**config.mk**
```make
export PLATFORM = sky130hd
export DESIGN_NAME = emu_transactor
export DESIGN_NICKNAME = d
export VERILOG_FILES = /design/src/rtl/emu_pkg.sv /design/src/rtl/emu_step_ctrl.sv /design/src/rtl/emu_transactor.sv
export SDC_FILE = /design/constraint.sdc
export NUM_CORES = 1
export LEC_CHECK = 0
export ABC_AREA = 1
export BUFFER_PORTS_ARGS = -buffer_cell sky130_fd_sc_hd__buf_2
export CAP_MARGIN = 20
export CELL_PAD_IN_SITES_DETAIL_PLACEMENT = 0
export CELL_PAD_IN_SITES_GLOBAL_PLACEMENT = 1
export CORE_MARGIN = 2
export CORE_UTILIZATION = 44
export DETAILED_ROUTE_END_ITERATION = 10
export PLACE_DENSITY = 0.8
export RECOVER_POWER = 50
export SYNTH_ARGS = -nofsm -noshare
export SYNTH_HDL_FRONTEND = slang
export SYNTH_SLANG_ARGS = --single-unit
```
**constraint.sdc**
```tcl
create_clock -name clk_emu -period 2 [get_ports clk_emu]
set_input_delay 0.3 -clock clk_emu [delete_from_list [all_inputs] [get_ports clk_emu]]
set_output_delay 0.3 -clock clk_emu [all_outputs]
set_load 0.01 [all_outputs]
```
**src/rtl/emu_pkg.sv**
```systemverilog
// rtl/emu_pkg.sv - shared types and register map for the co-emulation transactor
package emu_pkg;

  typedef enum logic [1:0] {IDLE, RUN, HALT} step_state_t;

  localparam logic [7:0] REG_COUNT_LO = 8'h10;
  localparam logic [7:0] REG_COUNT_HI = 8'h11;
  localparam logic [7:0] REG_CTRL     = 8'h12;
  localparam logic [7:0] REG_REM_LO   = 8'h13;
  localparam logic [7:0] REG_REM_HI   = 8'h14;

  localparam int CMD_START   = 0;
  localparam int CMD_ABORT   = 1;
  localparam int CMD_HALT_IO = 2;

  localparam int ST_BUSY     = 0;
  localparam int ST_HALTED   = 1;
  localparam int ST_DONE     = 2;
  localparam int ST_LOAD_ERR = 3;
  localparam int ST_HALT_IO  = 4;

endpackage

```
**src/rtl/emu_step_ctrl.sv**
```systemverilog
// rtl/emu_step_ctrl.sv - step engine: run/halt FSM, remaining counter, completion flags
module emu_step_ctrl
  import emu_pkg::*;
#(
  parameter int STEP_W = 16
) (
  input  logic              clk,
  input  logic              rst_n,
  input  logic              start,
  input  logic              abort,
  input  logic              mode_wr,
  input  logic              mode,
  input  logic              io_req,
  input  logic [STEP_W-1:0] count,
  output logic [STEP_W-1:0] remaining,
  output logic              dut_ce,
  output logic              busy,
  output logic              done,
  output logic              halted_io,
  output logic              halt_on_io
);

  localparam logic [STEP_W-1:0] ONE = {{(STEP_W-1){1'b0}}, 1'b1};

  step_state_t       state, state_nxt;
  logic [STEP_W-1:0] rem_nxt;
  logic              done_nxt, halted_nxt;

  always_ff @(posedge clk or negedge rst_n) begin
    if (!rst_n) begin
      state      <= IDLE;
      remaining  <= '0;
      done       <= 1'b0;
      halted_io  <= 1'b0;
      halt_on_io <= 1'b0;
    end else begin
      state     <= state_nxt;
      remaining <= rem_nxt;
      done      <= done_nxt;
      halted_io <= halted_nxt;
      if (mode_wr) halt_on_io <= mode;
    end
  end

  always_comb begin
    state_nxt  = state;
    rem_nxt    = remaining;
    done_nxt   = done;
    halted_nxt = halted_io;
    case (state)
      IDLE: begin
        if (start && !abort) begin
          halted_nxt = 1'b0;
          if (count != '0) begin
            rem_nxt   = count;
            done_nxt  = 1'b0;
            state_nxt = RUN;
          end else begin
            done_nxt = 1'b1;
          end
        end
      end
      RUN: begin
        if (abort) begin
          rem_nxt   = '0;
          state_nxt = IDLE;
        end else begin
          rem_nxt = remaining - ONE;
          // Completion outranks an I/O halt on the final enabled cycle
          if (remaining == ONE) begin
            done_nxt  = 1'b1;
            state_nxt = IDLE;
          end else if (halt_on_io && io_req) begin
            halted_nxt = 1'b1;
            state_nxt  = HALT;
          end
        end
      end
      HALT: begin
        if (abort) begin
          rem_nxt   = '0;
          state_nxt = IDLE;
        end else if (start) begin
          done_nxt   = 1'b0;
          halted_nxt = 1'b0;
          state_nxt  = RUN;
        end
      end
      default: state_nxt = IDLE;
    endcase
  end

  assign dut_ce = (state == RUN);
  assign busy   = (state == RUN);

endmodule

```
**src/rtl/emu_transactor.sv**
```systemverilog
// rtl/emu_transactor.sv - host register window, stimulus/capture buffers and step engine wrapper
module emu_transactor
  import emu_pkg::*;
#(
  parameter int NUM_IN  = 5,
  parameter int NUM_OUT = 5,
  parameter int ADDR_W  = 8,
  parameter int STEP_W  = 16,
  parameter int LED_BIT = 9
) (
  input  logic                 clk_emu,
  input  logic                 reset_n,
  input  logic [7:0]           Data_In,
  input  logic [ADDR_W-1:0]    Addr,
  input  logic                 wr_emu,
  input  logic                 load_emu,
  input  logic                 get_emu,
  output logic [7:0]           Data_Out,
  output logic [NUM_IN*8-1:0]  stim_out,
  input  logic [NUM_OUT*8-1:0] vect_in,
  input  logic                 io_req,
  output logic                 dut_ce,
  output logic                 busy,
  output logic                 clk_LED
);

  logic [NUM_IN*8-1:0]  shadow;
  logic [NUM_OUT*8-1:0] capture;
  logic [STEP_W-1:0]    count, remaining;
  logic [15:0]          count_ext, rem_ext;
  logic [LED_BIT:0]     led_cnt;
  logic [7:0]           status, rd_data;
  logic                 load_err, done, halted_io, halt_on_io;
  logic                 get_act, wr_act, rd_en, cmd_wr, status_rd;

  // Strobe priority: load beats get beats write; reads only when no transfer strobe
  assign get_act   = get_emu && !load_emu;
  assign wr_act    = wr_emu && !load_emu && !get_emu;
  assign rd_en     = !load_emu && !get_emu;
  assign cmd_wr    = wr_act && (Addr == ADDR_W'(REG_CTRL));
  assign status_rd = rd_en && (Addr == ADDR_W'(REG_CTRL));
  assign count_ext = 16'(count);
  assign rem_ext   = 16'(remaining);

  emu_step_ctrl #(.STEP_W(STEP_W)) u_step (
    .clk        (clk_emu),
    .rst_n      (reset_n),
    .start      (cmd_wr && Data_In[CMD_START]),
    .abort      (cmd_wr && Data_In[CMD_ABORT]),
    .mode_wr    (cmd_wr),
    .mode       (Data_In[CMD_HALT_IO]),
    .io_req     (io_req),
    .count      (count),
    .remaining  (remaining),
    .dut_ce     (dut_ce),
    .busy       (busy),
    .done       (done),
    .halted_io  (halted_io),
    .halt_on_io (halt_on_io)
  );

  always_comb begin
    status              = 8'h00;
    status[ST_BUSY]     = busy;
    status[ST_HALTED]   = halted_io;
    status[ST_DONE]     = done;
    status[ST_LOAD_ERR] = load_err;
    status[ST_HALT_IO]  = halt_on_io;
  end

  always_comb begin
    rd_data = 8'h00;
    for (int i = 0; i < NUM_OUT; i++) begin
      if (Addr == ADDR_W'(i)) rd_data = capture[8*i +: 8];
    end
    if (Addr == ADDR_W'(REG_COUNT_LO)) rd_data = count_ext[7:0];
    if (Addr == ADDR_W'(REG_COUNT_HI)) rd_data = count_ext[15:8];
    if (Addr == ADDR_W'(REG_CTRL))     rd_data = status;
    if (Addr == ADDR_W'(REG_REM_LO))   rd_data = rem_ext[7:0];
    if (Addr == ADDR_W'(REG_REM_HI))   rd_data = rem_ext[15:8];
  end

  always_ff @(posedge clk_emu or negedge reset_n) begin
    if (!reset_n) begin
      shadow   <= '0;
      capture  <= '0;
      stim_out <= '0;
      count    <= '0;
      load_err <= 1'b0;
      Data_Out <= 8'h00;
      led_cnt  <= '0;
    end else begin
      // A load attempted mid-run leaves the DUT inputs alone and is reported instead
      if (load_emu) begin
        if (busy) load_err <= 1'b1;
        else      stim_out <= shadow;
      end else if (status_rd) begin
        load_err <= 1'b0;
      end
      if (get_act) capture <= vect_in;
      if (wr_act) begin
        for (int i = 0; i < NUM_IN; i++) begin
          if (Addr == ADDR_W'(i)) shadow[8*i +: 8] <= Data_In;
        end
        if (Addr == ADDR_W'(REG_COUNT_LO))
          count <= STEP_W'({count_ext[15:8], Data_In});
        if ((STEP_W > 8) && (Addr == ADDR_W'(REG_COUNT_HI)))
          count <= STEP_W'({Data_In, count_ext[7:0]});
      end
      if (rd_en) Data_Out <= rd_data;
      if (dut_ce) led_cnt <= led_cnt + {{LED_BIT{1'b0}}, 1'b1};
    end
  end

  assign clk_LED = led_cnt[LED_BIT];

endmodule

```
# Word-level counts from Yosys, hierarchy flattened
# Index checks and enable logic that the tools add are counted.
# classes
add_sub_neg	2
n_reduce_logical	31
mux	40
eq_ne	24
n_bitwise	2
# ops
operator	n
$mux W8	11
$mux W16	5
$pmux W16 S3	1
$eq A8 B5 Y1 const B	5
$eq A16 B1 Y1 const B	1
$eq A8 B2 Y1 const B	2
$reduce_and A2 Y1	8
$reduce_bool A16 Y1	1
$sub A16 B1 Y16 const B	1
$mux W2	7
$ne A2 B1 Y1 const B	7
$mux W1	13
$add A10 B1 Y10 const B	1
$logic_and A1 B1 Y1	10
$eq A8 B1 Y1 const B	1
$eq A8 B3 Y1 const B	1
$logic_not A8 Y1	1
$reduce_and A4 Y1	2
$reduce_and A7 Y1	1
$ne A2 B2 Y1 const B	3
$pmux W1 S3	2
$pmux W2 S3	1
$reduce_and A6 Y1	1
$ne A4 B1 Y1 const B	1
other kinds (9)	12
# word_totals
wordCells	116
regBits	176
in_bits	62

# Depth between registers and ports, before layout
# logic_depth
word_depth	11
depth_mapped	14
depth_no_buf	13

# Cells and area by module
# A second synthesis with hierarchy kept.
# hier_totals
hier_cells	919
hier_area_um2	8458.1
# modules_own_cells
module	seq_area_each_um2	instances	cells_per_inst	area_each_um2
emu_transactor	3878.7	1	656	6703.9
emu_step_ctrl	525.5	1	263	1754.2

# Worst setup path before layout
# OpenSTA, ideal clock, no wires.
# synth_path
kind	register to register
startpoint	register u_step.state[1]
endpoint	register stim_out[0]
arrival_ns	1.801
stages_incl_launch_ff	8
path_slack_ns	0.074
setup_ns	0.125
t_required_ns	1.875
path_cell_list	dfrtp_1 -> inv_1 -> ha_1 -> buf_2 -> inv_1 -> nand2_1 -> clkbuf_1 -> mux2_2
# synth_via
elab_chain_cells	3
# synth_lines
element	line	text
from (decl)	emu_step_ctrl.sv:25	step_state_t state, state_nxt;
from (signal assigned)	emu_step_ctrl.sv:37	state <= state_nxt;
$eq A2 B1 Y1	emu_step_ctrl.sv:94	assign busy = (state == RUN);
named net busy	emu_transactor.sv:23	output logic busy,
$not A1 Y1 (no source line)	n/a	
$reduce_and A2 Y1 (no source line)	n/a	
to (signal assigned)	emu_transactor.sv:96	else stim_out <= shadow;
to (decl)	emu_transactor.sv:19	output logic [NUM_IN*8-1:0] stim_out,
# The timed path passes the listed nets, and every way through them passes these cells.
# A chain may end at the register's enable or synchronous reset.

# Worst setup path after layout
# layout_path
startpoint	register u_step.state[1]
endpoint	output port busy
# layout_via
elab_chain_cells	1
# layout_lines
element	line
$eq A2 B1 Y1	emu_step_ctrl.sv:94
to (decl)	emu_transactor.sv:23
# No other way between the ends.

==> impl_metrics.env <==
export IMPL_status="finished, final reports clean"
export IMPL_hold_path_class="input port to flip-flop"
export IMPL_ys_warn_count=0
export IMPL_synthMuxAreaShare_pct=10.4
export IMPL_hp_start="vect_in[15]"
export IMPL_grt_max_degree=47
export IMPL_die_h_um=140
export IMPL_hold_viol=0
export IMPL_startpoint_type="flip-flop"
export IMPL_hold_end="capture[15]"
export IMPL_cap_violations=0
export IMPL_place_gp_congestion=0.903
export IMPL_setup_viol=0
export IMPL_post_drt_wl_per_cell_um=16.2
export IMPL_cts_root_buf="clkbuf_16"
export IMPL_io_pins=113
export IMPL_setup_tns_final_ns=0
export IMPL_crit_required_ns=1.70
export IMPL_cts_tree="done"
export IMPL_clock_path_buffers=2
export IMPL_regToRegStartpoint="u_step.state[1]"
export IMPL_cp_data_arrival_time_ns=1.57
export IMPL_io_buffers=112
export IMPL_place_hpwl_um=14300
export IMPL_end_kind="output pin"
export IMPL_ir_worst_vdd_uv=634
export IMPL_grt_pass1_vias=6282
export IMPL_hold_path_depth=2
export IMPL_nets=1066
export IMPL_slew_violations=0
export IMPL_detail_route_antenna_nets=0
export IMPL_start_util_pct=44.9
export IMPL_synth_xor_area_share_pct=2.38
export IMPL_core_area_um2=18000
export IMPL_fin_worst_skew_ns=0.00787
export IMPL_rsz0062_at_grt="false"
export IMPL_fmax_mhz=535
export IMPL_fin_crit_ns=1.87
export IMPL_synth_seq_cells=176
export IMPL_synth_top_cell_by_area="dfrtp_1"
export IMPL_worst_r2r_cell_count=6
export IMPL_critical_path_class="flip-flop to output pin"
export IMPL_cp_max_fo=7
export IMPL_synth_fp_nets=930
export IMPL_gr_total_overflow=0
export IMPL_syn_inst=861
export IMPL_num_rows=49
export IMPL_synthToLayoutAreaGrowth_pct=20.2
export IMPL_worst_pin_slew_ns=1.32
export IMPL_rrSetupSlack_ns=0.17
export IMPL_final_area_um2=9740
export IMPL_p_per_area_nw_per_um2=802
export IMPL_p_leak_uw=0.00516
export IMPL_firstDrtPassIters=5
export IMPL_num_vias=6259
export IMPL_dieArea_um2=19500
export IMPL_synth_top_family_by_area="simple AND/OR/NAND/NOR gates"
export IMPL_max_slew_margin_pct=12.2
export IMPL_drive_above_1_share_pct=27.0
export IMPL_synth_cell_types=38
export IMPL_synthSimpleGateAreaFrac_pct=19.5
export IMPL_grt_pass1_wl_um=32900
export IMPL_regArea_um2=4400
export IMPL_multi_input_area_um2=3280
export IMPL_drtIter0Drc=391
export IMPL_avgSynthCellArea_um2=9.41
export IMPL_cts_buffers=17
export IMPL_antenna_found_initial=0
export IMPL_min_period_over_period_pct=93.4
export IMPL_synth_top_cell_area_share_pct=54.4
export IMPL_drc=0
export IMPL_placed_area_um2=9150
export IMPL_grtUsageTotal_pct=21.6
export IMPL_synthAdderAreaFrac_pct=1.08
export IMPL_r2r_end="stim_out[38]"
export IMPL_ys_top_cells_by_area="dfrtp_1, nand2_1, mux2_2"
export IMPL_cts_sink_count=176
export IMPL_nFillCells=1709
export IMPL_wirelength_um=20100
export IMPL_diodes=0
export IMPL_die_x_um=140
export IMPL_synth_edf_count=0
export IMPL_syn_cell_area_um2=8100
export IMPL_htree_levels=4
export IMPL_clk_latency_ns=0.43
export IMPL_vias_per_cell=5.05
export IMPL_synthArstFlopShare_pct=100
export IMPL_synth_compound_area_share_pct=7.09
export IMPL_post_cts_setup_buffer_count=0
export IMPL_yosysSeqAreaShare_pct=54.4
export IMPL_yosys_most_used_dff="dfrtp_1"
export IMPL_clk_pin_slew_worst_paths_ns=0.07
## stage by stage
step / std cells / utilization [%] / setup slack (ns) / total power (uW) / hold slack (ns)
2_1_floorplan: 861 / - / 0.0740 / 4170 / 0.00441
3_3_place_gp: 1206 / 50.8 / 0.0709 / 4470 / 0.281
3_5_place_dp: 1206 / 50.8 / 0.0747 / 4480 / 0.281
4_1_cts: 1239 / 54.2 / 0.145 / 7890 / 0.0816
5_1_grt: 1239 / 54.0 / 0.000976 / 8120 / 0.0815
6_report: 1239 / 54.0 / 0.132 / 7810 / 0.0929
## layout by cell type (no fill, tap or decap), types with 7 or more instances in the layout
master / Yosys / final
nand2_1: 246 / 245
dfrtp_1: 176 / 176
buf_2: 2 / 110
mux2_2: 75 / 75
inv_1: 73 / 72
o21ai_0: 59 / 59
nor2_1: 51 / 52
nand3_1: 28 / 28
buf_4: 2 / 21
a21oi_1: 18 / 18
xor2_1: 17 / 17
clkbuf_16: 0 / 17
o22ai_1: 15 / 15
o21ai_1: 14 / 14
nand4_1: 13 / 13
ha_1: 7 / 7
## kinds of logic after synthesis
logic type,after synthesis
and+or+nand+nor,368
DFF,176
AOI/OAI and AO/OA,109
buffers and inverters,104
muxes,75
xor gates and xnor gates,22
adders and majority gates,7
## registers in the layout, summed over array words and instances (netlist names)
| signal | cells |
|---|---|
| capture | 40 |
| led_cnt | 10 |
| load_err | 1 |
| u_step.halted_io | 1 |
| u_step.halt_on_io | 1 |
| shadow | 40 |
| u_step.done | 1 |
| stim_out | 40 |
| u_step.remaining | 16 |
| count | 16 |
| u_step.state | 2 |
| Data_Out | 8 |
## worst max-delay path by stage
stage | start | endpoint | cells after the start
finish | u_step.state[1] | busy | 4
global route | u_step.state[1] | led_cnt[9] | 8
CTS | u_step.state[1] | busy | 4
detailed placement | Addr[2] | Data_Out[5] | 12
global placement | Addr[2] | Data_Out[5] | 12
floorplan | u_step.state[1] | stim_out[0] | 7
## report_power, final
part / switching [uW] / total [uW] / internal [uW] / leakage (uW)
clock network: 1560 / 3410 / 1860 / 0.000302
registers: 89.9 / 3810 / 3720 / 0.00236
logic: 328 / 582 / 254 / 0.00250
## synthesized netlist by cell type, types with 4 or more instances
cell	instances
o21ai_1	14
nand4_1	13
ha_1	7
xnor2_1	5
a21oi_1	18
nand3_1	28
nor3_1	4
nor2_2	6
inv_2	4
nand2_2	4
nand2_1	246
o22ai_1	15
nor2_1	51
xor2_1	17
dfrtp_1	176
inv_1	73
clkbuf_1	20
o21ai_0	59
mux2_2	75
## per-layer routing
layer / wire length (um) / vias up / share of wire, % / GRT usage (%)
met5: 0 / - / 0 / 0
li1: - / 3068 / - / -
met2: 9330 / 173 / 46 / 34.3
met3: 1140 / 18 / 5.7 / 4.58
met4: 284 / 0 / 1.4 / 5.68
met1: 9320 / 3000 / 46 / 30.3
## cell type report
type | instances | area share (%)
tap | 229 | 2.94
clock inverter | 13 | 1.59
timing repair buffer | 142 | 8.80
inverter | 79 | 3.11
clock buffer | 19 | 4.65
sequential | 176 | 45.2
multi-input combinational | 581 | 33.7
## what timing repair did
action | CTS | global route
gates resized for setup | 0 | 1
setup endpoints to repair | 0 | 1
hold buffers | 1 | 0
endpoints found under the hold margin | 41 | 0
## critical path: stages, from the launching register on
cell and delay (ns):
dfrtp_1 0.41, inv_1 0.10, ha_1 0.31, buf_4 0.18, buf_2 0.12
No activity file was read; power rests on OpenSTA's default activity.
